`src/rtl/tinker_issue_controller_if.sv`:
```
// Instruction handshake between the fetch side and tinker_issue_controller.
interface tinker_issue_controller_if;
    logic        instr_valid;
    logic [31:0] instr;
    logic        instr_ready;

    // Fetch side presents instructions.
    modport master (
        output instr_valid,
        output instr,
        input  instr_ready
    );

    // Controller side accepts instructions.
    modport slave (
        input  instr_valid,
        input  instr,
        output instr_ready
    );
endinterface

```
`src/rtl/tinker_issue_controller.sv`:
```
// tinker_issue_controller: multi-cycle issue sequencer for the tinker ALU and
// 32x64 register file. One instruction in flight: IDLE -> DECODE -> EXEC -> WB.
// Optional feature macro: TINKER_ISSUE_PERF_EN (retire/stall perf counters).
module tinker_issue_controller #(
    parameter int unsigned MUL_LAT = 4,
    parameter int unsigned DIV_LAT = 16,
    parameter int unsigned FP_LAT  = 3
) (
    input  logic                        clk,
    input  logic                        reset,
    tinker_issue_controller_if.slave    instr_if,
    output logic [4:0]                  rf_rs_addr,
    output logic [4:0]                  rf_rt_addr,
    output logic [4:0]                  rf_rd_addr,
    output logic                        rf_we,
    output logic [2:0]                  alu_op,
    output logic [1:0]                  alu_shift,
    output logic                        alu_is_float,
    output logic                        alu_use_imm,
    output logic [11:0]                 imm,
    output logic                        busy,
    output logic                        retire,
    output logic                        illegal,
    output logic [31:0]                 perf_retired,
    output logic [31:0]                 perf_stall
);

    localparam int unsigned CNT_W = 5;
    localparam int unsigned OPC_W = 5;

    // A latency of 0 behaves like 1.
    localparam int unsigned MUL_L = (MUL_LAT == 0) ? 1 : MUL_LAT;
    localparam int unsigned DIV_L = (DIV_LAT == 0) ? 1 : DIV_LAT;
    localparam int unsigned FP_L  = (FP_LAT  == 0) ? 1 : FP_LAT;

    // Counter preload is L-1 so EXEC lasts exactly L cycles.
    localparam logic [CNT_W-1:0] MUL_CNT = CNT_W'(MUL_L - 1);
    localparam logic [CNT_W-1:0] DIV_CNT = CNT_W'(DIV_L - 1);
    localparam logic [CNT_W-1:0] FP_CNT  = CNT_W'(FP_L - 1);

    localparam logic [OPC_W-1:0] OPC_AND    = 5'h00;
    localparam logic [OPC_W-1:0] OPC_OR     = 5'h01;
    localparam logic [OPC_W-1:0] OPC_XOR    = 5'h02;
    localparam logic [OPC_W-1:0] OPC_NOT    = 5'h03;
    localparam logic [OPC_W-1:0] OPC_SHFTR  = 5'h04;
    localparam logic [OPC_W-1:0] OPC_SHFTRI = 5'h05;
    localparam logic [OPC_W-1:0] OPC_SHFTL  = 5'h06;
    localparam logic [OPC_W-1:0] OPC_SHFTLI = 5'h07;
    localparam logic [OPC_W-1:0] OPC_MOVR   = 5'h11;
    localparam logic [OPC_W-1:0] OPC_MOVL   = 5'h12;
    localparam logic [OPC_W-1:0] OPC_ADDF   = 5'h14;
    localparam logic [OPC_W-1:0] OPC_SUBF   = 5'h15;
    localparam logic [OPC_W-1:0] OPC_MULF   = 5'h16;
    localparam logic [OPC_W-1:0] OPC_DIVF   = 5'h17;
    localparam logic [OPC_W-1:0] OPC_ADD    = 5'h18;
    localparam logic [OPC_W-1:0] OPC_ADDI   = 5'h19;
    localparam logic [OPC_W-1:0] OPC_SUB    = 5'h1a;
    localparam logic [OPC_W-1:0] OPC_SUBI   = 5'h1b;
    localparam logic [OPC_W-1:0] OPC_MUL    = 5'h1c;
    localparam logic [OPC_W-1:0] OPC_DIV    = 5'h1d;

    localparam logic [1:0] SH_NONE  = 2'b00;
    localparam logic [1:0] SH_RIGHT = 2'b01;
    localparam logic [1:0] SH_LEFT  = 2'b10;

    typedef enum logic [1:0] {
        IDLE   = 2'd0,
        DECODE = 2'd1,
        EXEC   = 2'd2,
        WB     = 2'd3
    } state_t;

    typedef struct packed {
        logic        legal;
        logic [4:0]  rs;
        logic [4:0]  rt;
        logic [4:0]  rd;
        logic [2:0]  op;
        logic [1:0]  sh;
        logic        fl;
        logic        use_imm;
        logic [11:0] imm;
    } dec_t;

    // Opcode to datapath controls; immediate forms other than mov rd,L read rd.
    function automatic dec_t decode(input logic [31:0] w);
        dec_t            d;
        logic [OPC_W-1:0] opc;
        opc       = w[31:27];
        d         = '0;
        d.legal   = 1'b1;
        d.rd      = w[26:22];
        d.rs      = w[21:17];
        d.rt      = w[16:12];
        d.imm     = w[11:0];
        case (opc)
            OPC_ADD:  d.op = 3'b000;
            OPC_ADDI: begin
                d.op      = 3'b000;
                d.use_imm = 1'b1;
                d.rs      = w[26:22];
            end
            OPC_SUB:  d.op = 3'b001;
            OPC_SUBI: begin
                d.op      = 3'b001;
                d.use_imm = 1'b1;
                d.rs      = w[26:22];
            end
            OPC_MUL:  d.op = 3'b010;
            OPC_DIV:  d.op = 3'b011;
            OPC_AND, OPC_OR, OPC_XOR, OPC_NOT:
                d.op = {1'b1, opc[1:0]};
            OPC_SHFTR: d.sh = SH_RIGHT;
            OPC_SHFTRI: begin
                d.sh      = SH_RIGHT;
                d.use_imm = 1'b1;
                d.rs      = w[26:22];
            end
            OPC_SHFTL: d.sh = SH_LEFT;
            OPC_SHFTLI: begin
                d.sh      = SH_LEFT;
                d.use_imm = 1'b1;
                d.rs      = w[26:22];
            end
            OPC_MOVR: begin
                d.op = 3'b000;
                d.rt = 5'd0;
            end
            OPC_MOVL: begin
                d.op      = 3'b000;
                d.use_imm = 1'b1;
                d.rs      = 5'd0;
            end
            OPC_ADDF, OPC_SUBF, OPC_MULF, OPC_DIVF: begin
                d.op = {1'b0, opc[1:0]};
                d.fl = 1'b1;
            end
            default: begin
                d.legal = 1'b0;
                d.op    = 3'b000;
                d.sh    = SH_NONE;
            end
        endcase
        return d;
    endfunction

    // EXEC counter preload per instruction class.
    function automatic logic [CNT_W-1:0] lat_cnt(input logic [OPC_W-1:0] opc);
        logic [CNT_W-1:0] c;
        case (opc)
            OPC_MUL:                                 c = MUL_CNT;
            OPC_DIV:                                 c = DIV_CNT;
            OPC_ADDF, OPC_SUBF, OPC_MULF, OPC_DIVF:  c = FP_CNT;
            default:                                 c = '0;
        endcase
        return c;
    endfunction

    state_t           state;
    logic [CNT_W-1:0] cnt;
    logic [OPC_W-1:0] opc_q;
    logic             legal_q;
    logic             ready_q;
    dec_t             dec_c;

    assign instr_if.instr_ready = ready_q;

    // Decode of the word currently on the bus, captured on the handshake.
    always_comb begin
        dec_c = decode(instr_if.instr);
    end

    // Sequencer: latches the instruction, counts latency, pulses writeback.
    always_ff @(posedge clk) begin
        if (reset) begin
            state        <= IDLE;
            ready_q      <= 1'b1;
            busy         <= 1'b0;
            cnt          <= '0;
            opc_q        <= '0;
            legal_q      <= 1'b0;
            rf_rs_addr   <= '0;
            rf_rt_addr   <= '0;
            rf_rd_addr   <= '0;
            rf_we        <= 1'b0;
            alu_op       <= '0;
            alu_shift    <= '0;
            alu_is_float <= 1'b0;
            alu_use_imm  <= 1'b0;
            imm          <= '0;
            retire       <= 1'b0;
            illegal      <= 1'b0;
        end else begin
            rf_we   <= 1'b0;
            retire  <= 1'b0;
            illegal <= 1'b0;
            case (state)
                IDLE: begin
                    if (instr_if.instr_valid && ready_q) begin
                        opc_q        <= instr_if.instr[31:27];
                        legal_q      <= dec_c.legal;
                        rf_rs_addr   <= dec_c.rs;
                        rf_rt_addr   <= dec_c.rt;
                        rf_rd_addr   <= dec_c.rd;
                        alu_op       <= dec_c.op;
                        alu_shift    <= dec_c.sh;
                        alu_is_float <= dec_c.fl;
                        alu_use_imm  <= dec_c.use_imm;
                        imm          <= dec_c.imm;
                        ready_q      <= 1'b0;
                        busy         <= 1'b1;
                        state        <= DECODE;
                    end
                end
                DECODE: begin
                    cnt <= lat_cnt(opc_q);
                    if (legal_q) begin
                        state <= EXEC;
                    end else begin
                        retire  <= 1'b1;
                        illegal <= 1'b1;
                        state   <= WB;
                    end
                end
                EXEC: begin
                    if (cnt == '0) begin
                        retire <= 1'b1;
                        rf_we  <= (rf_rd_addr != 5'd0);
                        state  <= WB;
                    end else begin
                        cnt <= cnt - CNT_W'(1);
                    end
                end
                WB: begin
                    ready_q <= 1'b1;
                    busy    <= 1'b0;
                    state   <= IDLE;
                end
                default: begin
                    ready_q <= 1'b1;
                    busy    <= 1'b0;
                    state   <= IDLE;
                end
            endcase
        end
    end

`ifdef TINKER_ISSUE_PERF_EN
    logic [31:0] retired_q;
    logic [31:0] stall_q;

    // Retired-instruction and blocked-offer counters, wrapping at 2^32.
    always_ff @(posedge clk) begin
        if (reset) begin
            retired_q <= '0;
            stall_q   <= '0;
        end else begin
            if (retire) begin
                retired_q <= retired_q + 32'd1;
            end
            if (instr_if.instr_valid && !ready_q) begin
                stall_q <= stall_q + 32'd1;
            end
        end
    end

    assign perf_retired = retired_q;
    assign perf_stall   = stall_q;
`else
    assign perf_retired = '0;
    assign perf_stall   = '0;
`endif

endmodule

```
`src/flat_wrapper.sv`:
```
// flat-port wrapper written by rule: the top's interface ports become plain ports
module tinker_issue_controller_flat 
#(
    parameter int unsigned MUL_LAT = 4,
    parameter int unsigned DIV_LAT = 16,
    parameter int unsigned FP_LAT  = 3
)
  (clk, reset, rf_rs_addr, rf_rt_addr, rf_rd_addr, rf_we, alu_op, alu_shift, alu_is_float, alu_use_imm, imm, busy, retire, illegal, perf_retired, perf_stall, instr_if_instr_valid, instr_if_instr, instr_if_instr_ready);
  tinker_issue_controller_if instr_if_i ();
  input  logic clk;
  input  logic reset;
  output logic [4:0] rf_rs_addr;
  output logic [4:0] rf_rt_addr;
  output logic [4:0] rf_rd_addr;
  output logic rf_we;
  output logic [2:0] alu_op;
  output logic [1:0] alu_shift;
  output logic alu_is_float;
  output logic alu_use_imm;
  output logic [11:0] imm;
  output logic busy;
  output logic retire;
  output logic illegal;
  output logic [31:0] perf_retired;
  output logic [31:0] perf_stall;
  input wire logic [$bits(instr_if_i.instr_valid)-1:0] instr_if_instr_valid;
  input wire logic [$bits(instr_if_i.instr)-1:0] instr_if_instr;
  output wire logic [$bits(instr_if_i.instr_ready)-1:0] instr_if_instr_ready;
  assign instr_if_i.instr_valid = instr_if_instr_valid;
  assign instr_if_i.instr = instr_if_instr;
  assign instr_if_instr_ready = instr_if_i.instr_ready;
  tinker_issue_controller #(.MUL_LAT(MUL_LAT), .DIV_LAT(DIV_LAT), .FP_LAT(FP_LAT)) u_core (.clk(clk), .reset(reset), .instr_if(instr_if_i), .rf_rs_addr(rf_rs_addr), .rf_rt_addr(rf_rt_addr), .rf_rd_addr(rf_rd_addr), .rf_we(rf_we), .alu_op(alu_op), .alu_shift(alu_shift), .alu_is_float(alu_is_float), .alu_use_imm(alu_use_imm), .imm(imm), .busy(busy), .retire(retire), .illegal(illegal), .perf_retired(perf_retired), .perf_stall(perf_stall));
endmodule
```
`config.mk`:
```
export PLATFORM = sky130hd
export DESIGN_NAME = tinker_issue_controller_flat
export DESIGN_NICKNAME = d
export VERILOG_FILES = /design/src/rtl/tinker_issue_controller_if.sv /design/src/rtl/tinker_issue_controller.sv /design/src/flat_wrapper.sv
export SDC_FILE = /design/constraint.sdc
export NUM_CORES = 1
export LEC_CHECK = 0
export BUFFER_PORTS_ARGS = -buffer_cell sky130_fd_sc_hd__buf_4
export CORE_MARGIN = 2
export CORE_UTILIZATION = 42
export DETAILED_ROUTE_END_ITERATION = 10
export GPL_TIMING_DRIVEN = 0
export PLACE_DENSITY = 0.85
export SLEW_MARGIN = 20
export SYNTH_ARGS = -nofsm -noshare
export SYNTH_HDL_FRONTEND = slang
export SYNTH_SLANG_ARGS = --single-unit
```
`constraint.sdc`:
```
create_clock -name clk -period 1.6 [get_ports clk]
set_input_delay 0.16 -clock clk [delete_from_list [all_inputs] [get_ports clk]]
set_output_delay 0.16 -clock clk [all_outputs]
set_load 0.01 [all_outputs]
```
Yosys cells after proc, flatten, opt, wreduce, memory -nomap -nowiden
Index checks and enable logic that the tools add are counted.
{"block": "totals", "ff_bits": 52, "in_bits": 35, "out_inout_bits": 103}
{"block": "op_classes", "addsub": 1, "n_eq_ne": 31, "muxes": 21, "bitwise_logic": 3, "n_reduce_logical": 22}
{"op": "$eq A5 B5 Y1 const B", "n": 18}
{"op": "$eq A5 B3 Y1 const B", "n": 4}
{"op": "$pmux W5 S2", "n": 2}
{"op": "$reduce_or A20 Y1", "n": 1}
{"op": "$reduce_or A4 Y1", "n": 4}
{"op": "$pmux W3 S5", "n": 1}
{"op": "$pmux W4 S3", "n": 1}
{"op": "$eq A5 B2 Y1 const B", "n": 2}
{"op": "$logic_not A5 Y1", "n": 2}
{"op": "$mux W5", "n": 2}
{"op": "$mux W1", "n": 8}
{"op": "$pmux W2 S4", "n": 1}
{"op": "$reduce_and A2 Y1", "n": 4}
{"op": "$reduce_or A2 Y1", "n": 4}
{"op": "$pmux W1 S2", "n": 3}
{"op": "$eq A5 B1 Y1 const B", "n": 1}
{"op": "$reduce_bool A5 Y1", "n": 1}
{"op": "$reduce_or A5 Y1", "n": 1}
{"op": "$sub A5 B1 Y5 const B", "n": 1}
{"op": "$eq A2 B2 Y1 const B", "n": 2}
{"op": "$mux W2", "n": 2}
{"op": "$ne A2 B1 Y1 const B", "n": 2}
{"op": "$pmux W2 S2", "n": 1}
{"op": "$reduce_bool A2 Y1", "n": 2}
{"op": "6 further kinds", "n": 8}

Longest topological paths before layout
{"block": "depth", "word_depth": 4, "mapped_depth": 8, "depth_no_buf": 6}

Worst setup path after synthesis
No wires, ideal clock.
{"block": "synth_path", "path_type": "register to register", "startpoint": "reg u_core.state[0]", "endpoint": "reg u_core.imm[10]", "arrival_ns": 1.352, "required_time_ns": 1.468, "slack_ns": 0.116, "path_stages_with_launch": 9, "synth_period_minus_slack_ns": 1.484, "path_cell_list": "dfxtp_1 inv_1 ha_1 and3_1 buf_2 buf_4 buf_4 nand2_1 a21oi_1"}
{"block": "synth_between", "elab_chain_cells": 2}
{"item": "from (decl)", "line_no": "tinker_issue_controller.sv:159", "source": "state_t state;"}
{"item": "from (signal assigned)", "line_no": "tinker_issue_controller.sv:176", "source": "state <= IDLE;"}
{"item": "from (signal assigned)", "line_no": "tinker_issue_controller.sv:212", "source": "state <= DECODE;"}
{"item": "from (signal assigned)", "line_no": "tinker_issue_controller.sv:218", "source": "state <= EXEC;"}
{"item": "$logic_not A2 Y1", "line_no": "tinker_issue_controller.sv:197", "source": "case (state)"}
{"item": "$reduce_and A2 Y1 (no line)"}
{"item": "to (signal assigned)", "line_no": "tinker_issue_controller.sv:209", "source": "imm <= dec_c.imm;"}
{"item": "to (decl)", "line_no": "tinker_issue_controller.sv:20", "source": "output logic [11:0] imm,"}
No other way between the ends.
A chain may end at the register's enable or synchronous reset.

Worst setup path in the final report
{"block": "layout_path", "startpoint": "reg u_core.state[0]", "endpoint": "reg u_core.cnt[0]"}
{"block": "layout_between", "elab_chain_cells": 3, "elab_cells_between_ends": 6}
{"item": "$eq A2 B2 Y1 / $eq A2 B1 Y1 (equally long branches)", "line_no": "tinker_issue_controller.sv:197"}
{"item": "$ne A2 B2 Y1 (no line) / $reduce_bool A2 Y1 (equally long branches)"}
{"item": "$reduce_and A2 Y1 (no line)"}
{"item": "to (signal assigned)", "line_no": "tinker_issue_controller.sv:216", "source": "cnt <= lat_cnt(opc_q);"}
{"item": "to (signal assigned)", "line_no": "tinker_issue_controller.sv:231", "source": "cnt <= cnt - CNT_W'(1);"}
{"item": "to (decl)", "line_no": "tinker_issue_controller.sv:160", "source": "logic [CNT_W-1:0] cnt;"}
Parallel ways exist; a longest one is shown, timed or not.

==> run_results.csv <==
group,metric,value,unit
floorplan,fp.dieW,85.3,um
routing,wl_per_cell,11.8,um
clocking,clkSlewWorstSetupHoldPaths,0.09,ns
floorplan,fp-row-count,29,
global_route,busiest_layer,"met2",
finish,area_growth_syn_to_layout,36.0,%
floorplan,start_util,43.5,%
global_route,globalRoute.totalOverflow,0,
sta,max_slew.worst_pin.slew,0.576,ns
clocking,cts_made_buffers,5,
finish,fin_util,59.1,%
worst_setup_path,cpPeakStageDelay,0.37,ns
place,dp_worst_setup_slack,-0.115,ns
pwr,netSwitchingPower,1.73,mW
clocking,cts.sink_count,52,
worst_setup_path,startpoint,"u_core.state[0]",
worst_setup_path,timing.reg2reg.setup_slack,0.07,ns
clocking,clk-insertion-delay-late,0.31,ns
synth,synthCells,347,
pwr,static-leakage-power,1.84,nW
finish,fin_cells,565,
routing,drc_errors,0,
clocking,clock_tree.root_cell,"sky130_fd_sc_hd__clkbuf_8",
synth,synth.avg_cell_area,8.00,sq um
place,post-place-cells,557,
sta,timing.final.hold_violations,0,
synth,synth-seq-area-share,37.5,%
sta,setup_total_negative_slack,0,ns
synth,synth_enable_flop_cells,0,
synth,mappedNetlistArea,0.00278,sq mm
run,maxCapViolCount,0,
global_route,grt_pass1_vias,2300,
finish,postLayoutCellArea,0.00377,sq mm
sta,setup_ws,0.0687,ns
sta,maxClockFrequency,653,MHz
synth,synth.cells.most_frequent,"sky130_fd_sc_hd__buf_4, sky130_fd_sc_hd__nand2_1, sky130_fd_sc_hd__dfxtp_1",
worst_setup_path,worstSetupEndpoint,"u_core.cnt[0]",
worst_setup_path,worstSetupPathDepth,6,
synth,asyncSetResetFlopFracSynth,0,%
worst_setup_path,critical_path_class,"reg2reg",
routing,route.vias.total,2569,
sta,max_slew_margin,61.6,%
clocking,post-cts-setup-buffers,0,
place,port-buffer-count,70,
worst_setup_path,critical_path.max_fanout,5,
synth,synth_cell_type_count,44,
worst_setup_path,worst-endpoint-required,1.78,ns
synth,yosysWarnings,0,
routing,wl,6.65,mm
finish,final_layout_size_suffix_gt1_share,34.2,%
min_path,critical_hold_path_startpoint,"instr_if_instr[4]",
clocking,cts_max_level,2,
global_route,grt_first_pass_wirelength,10.2,mm
pwr,worst_vdd_drop,0.000664,V
min_path,min-delay-path-class,"in2reg",
global_route,initial_antenna_violation_count,0,
clocking,number_of_hold_buffers_added_after_cts,0,
worst_setup_path,timing.rr.start,"u_core.state[0]",
sta,drv_slew,0,
synth,yosys_most_used_dff,"sky130_fd_sc_hd__dfxtp_1",
sta,worst_clock_skew,0.00972,ns
finish,num_antenna_cells,0,
worst_setup_path,critical_path_arrival,1.71,ns
routing,drt_pre_antenna_iters,4,
synth,yosysTopAreaCell,"sky130_fd_sc_hd__dfxtp_1",
floorplan,die_h,85.3,um
pwr,sequentialPowerShare,38.0,%
pwr,power.share.clock,16.9,%
synth,synth_most_common_cell,"sky130_fd_sc_hd__buf_4",
synth,post_synth_main_area_contributors,"sky130_fd_sc_hd__dfxtp_1, sky130_fd_sc_hd__buf_4, sky130_fd_sc_hd__nand2_1",
global_route,global_route.usage.met1,19.2,%
pwr,p_per_area,1220,mW/mm^2
sta,finalCritPeriodShare,95.7,%
worst_setup_path,critical-path-slowest-cell,"sky130_fd_sc_hd__dfxtp_2",
global_route,grt_start_max_net_pins,16,
clocking,clock_path_buffers,2,
clocking,tritoncts,"done",
routing,viasPerCell,4.55,
outcome,outcome,"finished clean",
sta,fin_crit,1.53,ns
worst_setup_path,worst_path_dominant_cell_family,"flip-flops",
worst_setup_path,worst_setup_path_end_kind,"register",
pwr,logic_gate_share_of_total_power,45.0,%
global_route,global_route.usage.total,17.1,%
floorplan,fp.dieArea,0.00728,sq mm
floorplan,io_pins,138,
sta,setup_violations,0,
place,gp_congestion,0.771,
finish,finalNetCount,528,
worst_setup_path,r2r_cells,6,
global_route,use_met3,3.02,%
place,hpwl,5.10,mm
pwr,internal_power,2.89,mW
synth,synthesized_flop_and_latch_total,52,
worst_setup_path,worstPathBufferInverterCount,1,
worst_setup_path,cp_cell_sequence,"inv_2 > ha_1 > nor2b_1 > a21oi_2 > mux2i_1 > nor2_1",
synth,synth_largest_type_area_fraction,37.5,%
global_route,met2_usage,32.0,%
floorplan,core_area,0.00639,sq mm
routing,postRouteAntennaNets,0,
routing,drtIter0Drc,112,
sta,grt_setup_unrepaired,"no",
worst_setup_path,start_kind,"register",
place,detailed_place.area,0.00363,sq mm
pwr,power.switching_fraction,37.5,%
worst_setup_path,regToRegEndpoint,"u_core.cnt[0]",
==> cells in the final DEF, fill, tap and decap left out, drive strengths merged, types with 3 or more instances in the layout <==
cell    instances
inv             7
nand2          63
mux2i           4
conb           64
dfxtp          52
nand3           9
buf           144
nor2           20
nor3b           5
clkbuf         17
nand2b          4
ha              6
a311oi          3
nand4           3
a211oi          5
o21ai           6
a21oi          42
nor3            6
==> final cells by class <==
class / count / area (sq um)
fillers: 582 / 2610
multi-input cells: 267 / 1390
flip-flops and latches: 52 / 1040
plain buffers: 84 / 596
repair buffers: 70 / 526
well taps: 77 / 96.3
clock buffers: 7 / 86.3
inverters: 7 / 26.3
clock inverters: 1 / 7.51
==> sequential cells by signal (all words and copies together), names as in the netlist, 2 cells and up <==
name,count
u_core.rf_rt_addr,5
u_core.opc_q,5
u_core.alu_op,3
u_core.state,2
u_core.cnt,5
u_core.alu_shift,2
u_core.imm,12
u_core.rf_rs_addr,5
u_core.rf_rd_addr,5
==> how the worst min path moves through the flow <==
| stage | end | cells after the start |
|---|---|---|
| after detailed placement | u_core.imm[9] | 3 |
| after global routing | u_core.imm[2] | 3 |
| after global placement | u_core.imm[9] | 3 |
| after CTS | u_core.imm[9] | 3 |
| after floorplan | u_core.imm[0] | 2 |
| final | u_core.imm[4] | 3 |
==> stage by stage <==
step                hold WS [ns]  total power [mW]
finish                    0.0959              4.62
global route              0.0799              4.93
CTS                       0.0856              4.54
detailed placement         0.415              3.72
global placement           0.408              3.64
floorplan                  0.296              3.04
==> worst register-to-register path, cell delays in order, from the launching register on <==
cell                      delay (ns)
sky130_fd_sc_hd__dfxtp_2        0.37
sky130_fd_sc_hd__inv_2          0.07
sky130_fd_sc_hd__ha_1           0.26
sky130_fd_sc_hd__nor2b_1        0.18
sky130_fd_sc_hd__a21oi_2        0.26
sky130_fd_sc_hd__mux2i_1        0.23
sky130_fd_sc_hd__nor2_1         0.05
==> power by group through the flow <==
stage	clock network (mW)	logic, mW	registers (mW)
floorplan	0	1.21	1.83
global placement	0	1.89	1.75
detailed placement	0	1.95	1.77
CTS	0.803	1.99	1.75
global route	0.842	2.29	1.79
finish	0.782	2.08	1.76
==> cell families after synthesis <==
| family | count (synthesis) | synth area share [%] |
|---|---|---|
| other | 1 | 0.135 |
| XOR/XNOR | 2 | 0.631 |
| AO/OA/AOI/OAI | 65 | 13.7 |
| AND/OR/NAND/NOR | 126 | 22.0 |
| adder cells (fa/ha/maj) | 6 | 2.70 |
| multiplexers | 4 | 1.44 |
| buffers and inverters | 91 | 21.9 |
| flip-flops | 52 | 37.5 |
==> routing by layer <==
| layer | routed length (um) | vias to the layer above |
|---|---|---|
| met5 | 0 | - |
| met4 | 131 | 0 |
| met3 | 445 | 13 |
| met2 | 3440 | 100 |
| met1 | 2630 | 1140 |
| li1 | - | 1316 |
==> timing repair <==
action / 4_1_cts / 5_1_grt
resized for setup: 7 / 9
pin swaps: 0 / 2
setup endpoints to repair: 40 / 37
No activity file was read; power rests on OpenSTA's default activity.
